<file path="config.mk">
export PLATFORM = sky130hd
export DESIGN_NAME = ula_result_stage
export DESIGN_NICKNAME = d
export VERILOG_FILES = /design/src/rtl/ula_pkg.sv /design/src/rtl/ula_flag_gen.sv /design/src/rtl/ula_result_stage.sv
export SDC_FILE = /design/constraint.sdc
export NUM_CORES = 1
export LEC_CHECK = 0
export ABC_AREA = 1
export CORE_UTILIZATION = 50
export CTS_BUF_LIST = sky130_fd_sc_hd__clkbuf_4
export DETAILED_ROUTE_END_ITERATION = 8
export PLACE_DENSITY = 0.69
export SLEW_MARGIN = 20
export SYNTH_ARGS = -nofsm -noshare
export SYNTH_HDL_FRONTEND = slang
export SYNTH_SLANG_ARGS = --single-unit
</file>
<file path="constraint.sdc">
create_clock -name clk -period 10 [get_ports clk]
set_clock_uncertainty 0.2 [all_clocks]
set_input_delay 2 -clock clk [delete_from_list [all_inputs] [get_ports clk]]
set_output_delay 2 -clock clk [all_outputs]
set_load 0.02 [all_outputs]
</file>
<file path="src/rtl/ula_pkg.sv">
// ula_pkg: shared opcodes, flag bit indices and result-stage bundle
// for the ULA output path.
package ula_pkg;

  localparam int ULA_DATA_W = 16;
  localparam int ULA_TAG_W  = 4;
  localparam int FLAGS_W    = 6;

  localparam logic [3:0] OP_AND = 4'b0000;
  localparam logic [3:0] OP_OR  = 4'b0001;
  localparam logic [3:0] OP_XOR = 4'b0010;
  localparam logic [3:0] OP_NOT = 4'b0011;
  localparam logic [3:0] OP_SHL = 4'b0100;
  localparam logic [3:0] OP_ADD = 4'b0101;
  localparam logic [3:0] OP_SUB = 4'b0110;
  localparam logic [3:0] OP_INC = 4'b0111;
  localparam logic [3:0] OP_MUL = 4'b1000;
  localparam logic [3:0] OP_DIV = 4'b1001;
  localparam logic [3:0] OP_EQ  = 4'b1010;
  localparam logic [3:0] OP_LT  = 4'b1011;
  localparam logic [3:0] OP_LE  = 4'b1100;

  localparam int FLAG_Z   = 0;
  localparam int FLAG_N   = 1;
  localparam int FLAG_C   = 2;
  localparam int FLAG_V   = 3;
  localparam int FLAG_DZ  = 4;
  localparam int FLAG_ERR = 5;

  typedef struct packed {
    logic [ULA_DATA_W-1:0] result;
    logic [FLAGS_W-1:0]    flags;
    logic [ULA_TAG_W-1:0]  tag;
  } entry_t;

endpackage

</file>
<file path="src/rtl/ula_flag_gen.sv">
// ula_flag_gen: applies result fixups and derives status flags
// from op and operands.
module ula_flag_gen
  import ula_pkg::*;
#(
  parameter int DATA_W = 16
) (
  input  logic [3:0]         op,
  input  logic [DATA_W-1:0]  a,
  input  logic [DATA_W-1:0]  b,
  input  logic [DATA_W-1:0]  ula_result,
  output logic [DATA_W-1:0]  result,
  output logic [FLAGS_W-1:0] flags
);

  localparam int M = DATA_W - 1;

  logic dz;
  logic illegal;
  logic add_cin;
  logic sub_cin;
  logic mul_ovf;

  assign dz      = (op == OP_DIV) && (b == '0);
  assign illegal = (op > OP_LE);

  // carry into the sign bit; signed overflow = cin ^ cout there
  assign add_cin = a[M-1:0] > ~b[M-1:0];
  assign sub_cin = a[M-1:0] >= b[M-1:0];

  assign mul_ovf =
    ({{DATA_W{1'b0}}, a} * {{DATA_W{1'b0}}, b})
    > {{DATA_W{1'b0}}, {DATA_W{1'b1}}};

  always_comb begin
    result = ula_result;
    flags  = '0;
    unique case (1'b1)
      dz: begin
        result          = '1;
        flags[FLAG_DZ]  = 1'b1;
      end
      illegal: begin
        result          = '0;
        flags[FLAG_ERR] = 1'b1;
      end
      default: ;
    endcase
    unique case (op)
      OP_ADD: begin
        flags[FLAG_C] = a > ~b;
        flags[FLAG_V] = (a[M] == b[M]) && (add_cin != a[M]);
      end
      OP_SUB: begin
        flags[FLAG_C] = a < b;
        flags[FLAG_V] = (a[M] != b[M]) && (sub_cin != a[M]);
      end
      OP_INC: begin
        flags[FLAG_C] = &a;
        flags[FLAG_V] = (a == {1'b0, {M{1'b1}}});
      end
      OP_MUL: flags[FLAG_V] = mul_ovf;
      default: ;
    endcase
    flags[FLAG_Z] = (result == '0);
    flags[FLAG_N] = result[M];
  end

endmodule

</file>
<file path="src/rtl/ula_result_stage.sv">
// ula_result_stage: registered ULA result/flag stage with 2-entry skid.
// Optional sticky flag accumulator: define ULA_STICKY_FLAGS_EN.
module ula_result_stage
  import ula_pkg::*;
#(
  parameter int DATA_W = 16,
  parameter int TAG_W  = 4
) (
  input  logic               clk,
  input  logic               rst,
  input  logic               in_valid,
  output logic               in_ready,
  input  logic [3:0]         in_op,
  input  logic [DATA_W-1:0]  in_a,
  input  logic [DATA_W-1:0]  in_b,
  input  logic [DATA_W-1:0]  ula_result,
  input  logic [TAG_W-1:0]   in_tag,
  output logic               out_valid,
  input  logic               out_ready,
  output logic [DATA_W-1:0]  out_result,
  output logic [FLAGS_W-1:0] out_flags,
  output logic [TAG_W-1:0]   out_tag
`ifdef ULA_STICKY_FLAGS_EN
  ,
  input  logic               sticky_clr,
  output logic [FLAGS_W-1:0] sticky_flags
`endif
);

  typedef struct packed {
    logic [DATA_W-1:0]  result;
    logic [FLAGS_W-1:0] flags;
    logic [TAG_W-1:0]   tag;
  } slot_t;

  logic [DATA_W-1:0]  cap_result;
  logic [FLAGS_W-1:0] cap_flags;
  slot_t cap;
  slot_t out_q;
  slot_t skid_q;
  logic  out_v;
  logic  skid_v;
  logic  accept;
  logic  xfer;

  ula_flag_gen #(.DATA_W(DATA_W)) u_flag_gen (
    .op         (in_op),
    .a          (in_a),
    .b          (in_b),
    .ula_result (ula_result),
    .result     (cap_result),
    .flags      (cap_flags)
  );

  assign cap    = {cap_result, cap_flags, in_tag};
  assign accept = in_valid & in_ready;
  assign xfer   = out_v & out_ready;

  always_ff @(posedge clk) begin
    if (rst) begin
      out_q  <= '0;
      skid_q <= '0;
      out_v  <= 1'b0;
      skid_v <= 1'b0;
    end else if (xfer) begin
      // skid full implies no accept this cycle
      if (skid_v) begin
        out_q  <= skid_q;
        skid_v <= 1'b0;
      end else if (accept) begin
        out_q <= cap;
      end else begin
        out_v <= 1'b0;
      end
    end else if (accept) begin
      if (out_v) begin
        skid_q <= cap;
        skid_v <= 1'b1;
      end else begin
        out_q <= cap;
        out_v <= 1'b1;
      end
    end
  end

  assign in_ready   = ~skid_v;
  assign out_valid  = out_v;
  assign out_result = out_q.result;
  assign out_flags  = out_q.flags;
  assign out_tag    = out_q.tag;

`ifdef ULA_STICKY_FLAGS_EN
  logic [FLAGS_W-1:0] sticky_q;

  always_ff @(posedge clk) begin
    if (rst) begin
      sticky_q <= '0;
    end else begin
      sticky_q <= (sticky_clr ? '0 : sticky_q)
                | (xfer ? out_q.flags : '0);
    end
  end

  assign sticky_flags = sticky_q;
`endif

endmodule

</file>
==> impl_results.md <==
- Slew Viols, Final: 0
- Register bit total from synthesis: 52
- Max VDD drop: approximately 0.00050 V
- Worst r2r path cells: 7
- Post-synth EDFFs: 0
- DRC viols: 0
- I/O Buffers: 87
- Worst path slowest cell: clkdlybuf4s50_1
- Commonest cells in the netlist: nand2_1, inv_1, fa_1, ha_1, nor2_1
- Clock Path Buffers: 2
- Post-Place Cells: between 2000 and 2500
- Top layer used by detailed routing: met4
- Netlist cell types: 38
- Post-synthesis sequential area ratio: between 8 and 9%
- Core Region: approximately 25000 µm²
- Routability Congestion: roughly 0.94
- CP dominant cell by count: nand2_1
- Detail Route met2 WL: 16100 µm
- Clock transition at path regs: 170 ps
- Num CTS Buffers: 5
- Min-delay worst type: flop to flop
- Worst skew pair latency: around 380 ps
- GRT Total Usage: 29.1%
- CP bufs+invs: 7
- Vias per std cell: 5.15
- Total gr overflow: 0
- Maximum capacitance violations: 0
- Initial antenna violation count: 1
- Routed wl met3: slightly above 3000 µm
- Hold_sp: skid_q[9]
- Setup WS post-layout: between 1000 and 1500 ps
- # Post-CTS Setup Buffers: 0
- Drt total wl: 35700 µm
- IO Pins: slightly below 90
- Dpl hpwl: about 29000 µm
- WL per Instance: 15.9 µm
- H-Tree Depth: 2
- R2R Setup Slk: about 8000 ps
- Crit-path max FO: 18
- Top cell type's share of synthesized area: 30.5%
- Area Overhead vs Synth: 9.51%
- Worst hold endpoint: out_flags[5]
- Mapped Cells: approximately 1900
- R2r endpoint: out_flags[2]
- Layout net count: 2296
- Initial core utilization: 50.7%
- Share of layout cells above drive strength 1: 2.88%
- Total negative slack: 0 ps
- Pwr dens: around 350 nW/µm²
- Post-Syn Nets: between 2000 and 2500
- Number of global-route vias before repair: between 10000 and 15000
- TritonCTS clock tree: built
- Tcrit/Tclk final: about 88%
- RSZ-0062 raised after global routing: false
- Die W: 162 µm
- CP delay by family, top: adder cells
- Max transition margin: approximately 28%
- Worst R2R Start: out_valid
- Final Hold Viols: 0
- Setup Crit Path Kind: primary input to flop
- Post-CTS Hold Buffers: 0
- Row cnt: 58
- Top cells by area, synth: fa_1, nand2_1, inv_1, ha_1, dfxtp_1
- CP endpoint kind: flop
- Setup violations, final: 0
- Top_reg_cell synth: dfxtp_1
- Largest net degree at the start of global routing: 34
- Avg Cell Area, Syn: a little under 7 µm²
- Final Instance Count excl. Fillers: around 2200
- Root Driver: clkbuf_4
- Place WS: 885 ps
- Most frequent cell after synthesis: nand2_1
- Period minus WS final: 8830 ps
- Status: finished, final reports clean
- Ys async rst share: 0%
- Worst-Margin Slew: 1070 ps
- Startpoint Class: primary input
- WL met1: roughly 15000 µm
- Remaining antenna violation count: 0
- Critical Path AT: 8860 ps
- First-pass GRT wire length: roughly 60000 µm
- Initial DRT Pass Iterations: 5
- Cts repair resizes: 0
- Via Count: 11500
- Worst stage delay on the critical path: 1110 ps
- Leakage: 0.00834 µW
- Drt first-iter violations: roughly 1000
- Fmax: 113 MHz
- Worst hold slack: 289 ps
- Total number of yosys warnings: 0
- Clk sinks: 52
- Die ar.: 26100 µm²
- Height of the die: 162 µm
- Worst Hold Depth: 2
- Netlist Area Pre-Place: 12700 µm²
- Req. time, crit path: approximately 10000 ps
- Yosys top cell by area: fa_1
- Fill cell count: 2448
[logic make-up (layout without fill, tap and decap cells)]
| logic type | count (synthesis) | after routing | synth area share [%] |
|---|---|---|---|
| flip-flops | 52 | 52 | 8.17 |
| buffers and inverters | 599 | 634 | 17.7 |
| XOR/XNOR | 3 | 3 | 0.206 |
| AO/OA/AOI/OAI | 159 | 159 | 6.82 |
| AND/OR/NAND/NOR | 729 | 729 | 23.3 |
| adder cells (fa/ha/maj) | 330 | 330 | 43.8 |
| other | 0 | 1 | 0 |
[registers in the layout, indices dropped and copies added (netlist names)]
register / flops
out_flags: 6
out_result: 15
out_tag: 4
out_valid: 1
skid_q: 25
skid_v: 1
[layout make-up]
| cell class | count | area [µm²] | area share, % |
|---|---|---|---|
| Multi-Input combinational cell | 1221 | 9450 | 67.7 |
| Clock buffer | 6 | 45.0 | 0.323 |
| Sequential cell | 52 | 1040 | 7.46 |
| Clock inverter | 2 | 16.3 | 0.117 |
| Timing Repair Buffer | 112 | 1060 | 7.59 |
| Tap cell | 330 | 413 | 2.96 |
| Antenna cell | 1 | 2.50 | 0.0179 |
| Inverter | 514 | 1930 | 13.8 |
[layer usage]
metal | track usage, % | vias to the layer above
met5 | 0 | -
met4 | 8.88 | 0
met3 | 5.08 | 69
met2 | 47.2 | 478
met1 | 39.5 | 5458
li1 | - | 5530
[metrics by stage]
step	cell area (µm²)	utilization [%]	power (µW)
after floorplan	12700	-	3630
after global placement	13900	55.3	4690
after detailed placement	13900	55.3	4700
after CTS	13900	55.6	4840
after global routing	13900	55.6	5620
final	14000	55.6	4820
[worst reg2reg max path: stages, from the launching register on]
cell,delay (ps)
dfxtp_1,390
inv_1,60
o21ai_0,190
nand2_1,80
buf_4,230
inv_1,630
o211ai_1,220
a21oi_1,160
[how the worst max path moves through the flow]
stage,startpoint,endpoint,slack [ps],depth (start not counted)
after global routing,in_a[7],out_flags[3],880,31
after detailed placement,in_a[7],out_flags[3],890,29
after global placement,in_a[7],out_flags[3],840,29
after floorplan,in_b[9],out_flags[3],2330,31
final,in_a[7],out_flags[3],1170,31
after CTS,in_a[7],out_flags[3],1250,29
[power by group]
group          internal [µW]  switching, µW  leakage (µW)  total, µW
clock network           30.8           69.0     0.0000319       99.8
registers                221           6.60      0.000426        227
logic                   1610           2890       0.00788       4490
total                   1860           2960       0.00834       4820
[cell usage in the layout (no fill, tap or decap)]
master             n
nor2_1            97
nor2_4             3
ha_1             136
a21oi_2            1
o2111ai_1          1
nor3_1            12
o211ai_2           1
nand2_1          520
inv_2              7
fa_1             194
clkbuf_4           6
nand3_1           51
o21ai_1            9
nand2_2            5
o21ai_0           50
clkinv_4           1
o211ai_1           5
o21a_1             1
nor2_2             4
nor3_4             1
diode_2            1
xnor2_1            2
and2_1             6
o31ai_1            1
a21o_1             2
xor2_1             1
nand3b_1           2
clkdlybuf4s50_1   87
buf_4             25
a21boi_0           2
nand4_1           19
nor4_1             8
o21bai_1           7
clkinvlp_4         1
dfxtp_1           52
a31oi_1            4
a41oi_1            2
inv_1            507
and3_1             1
a21oi_1           73
Note: power is estimated with default switching activity, not from simulation.
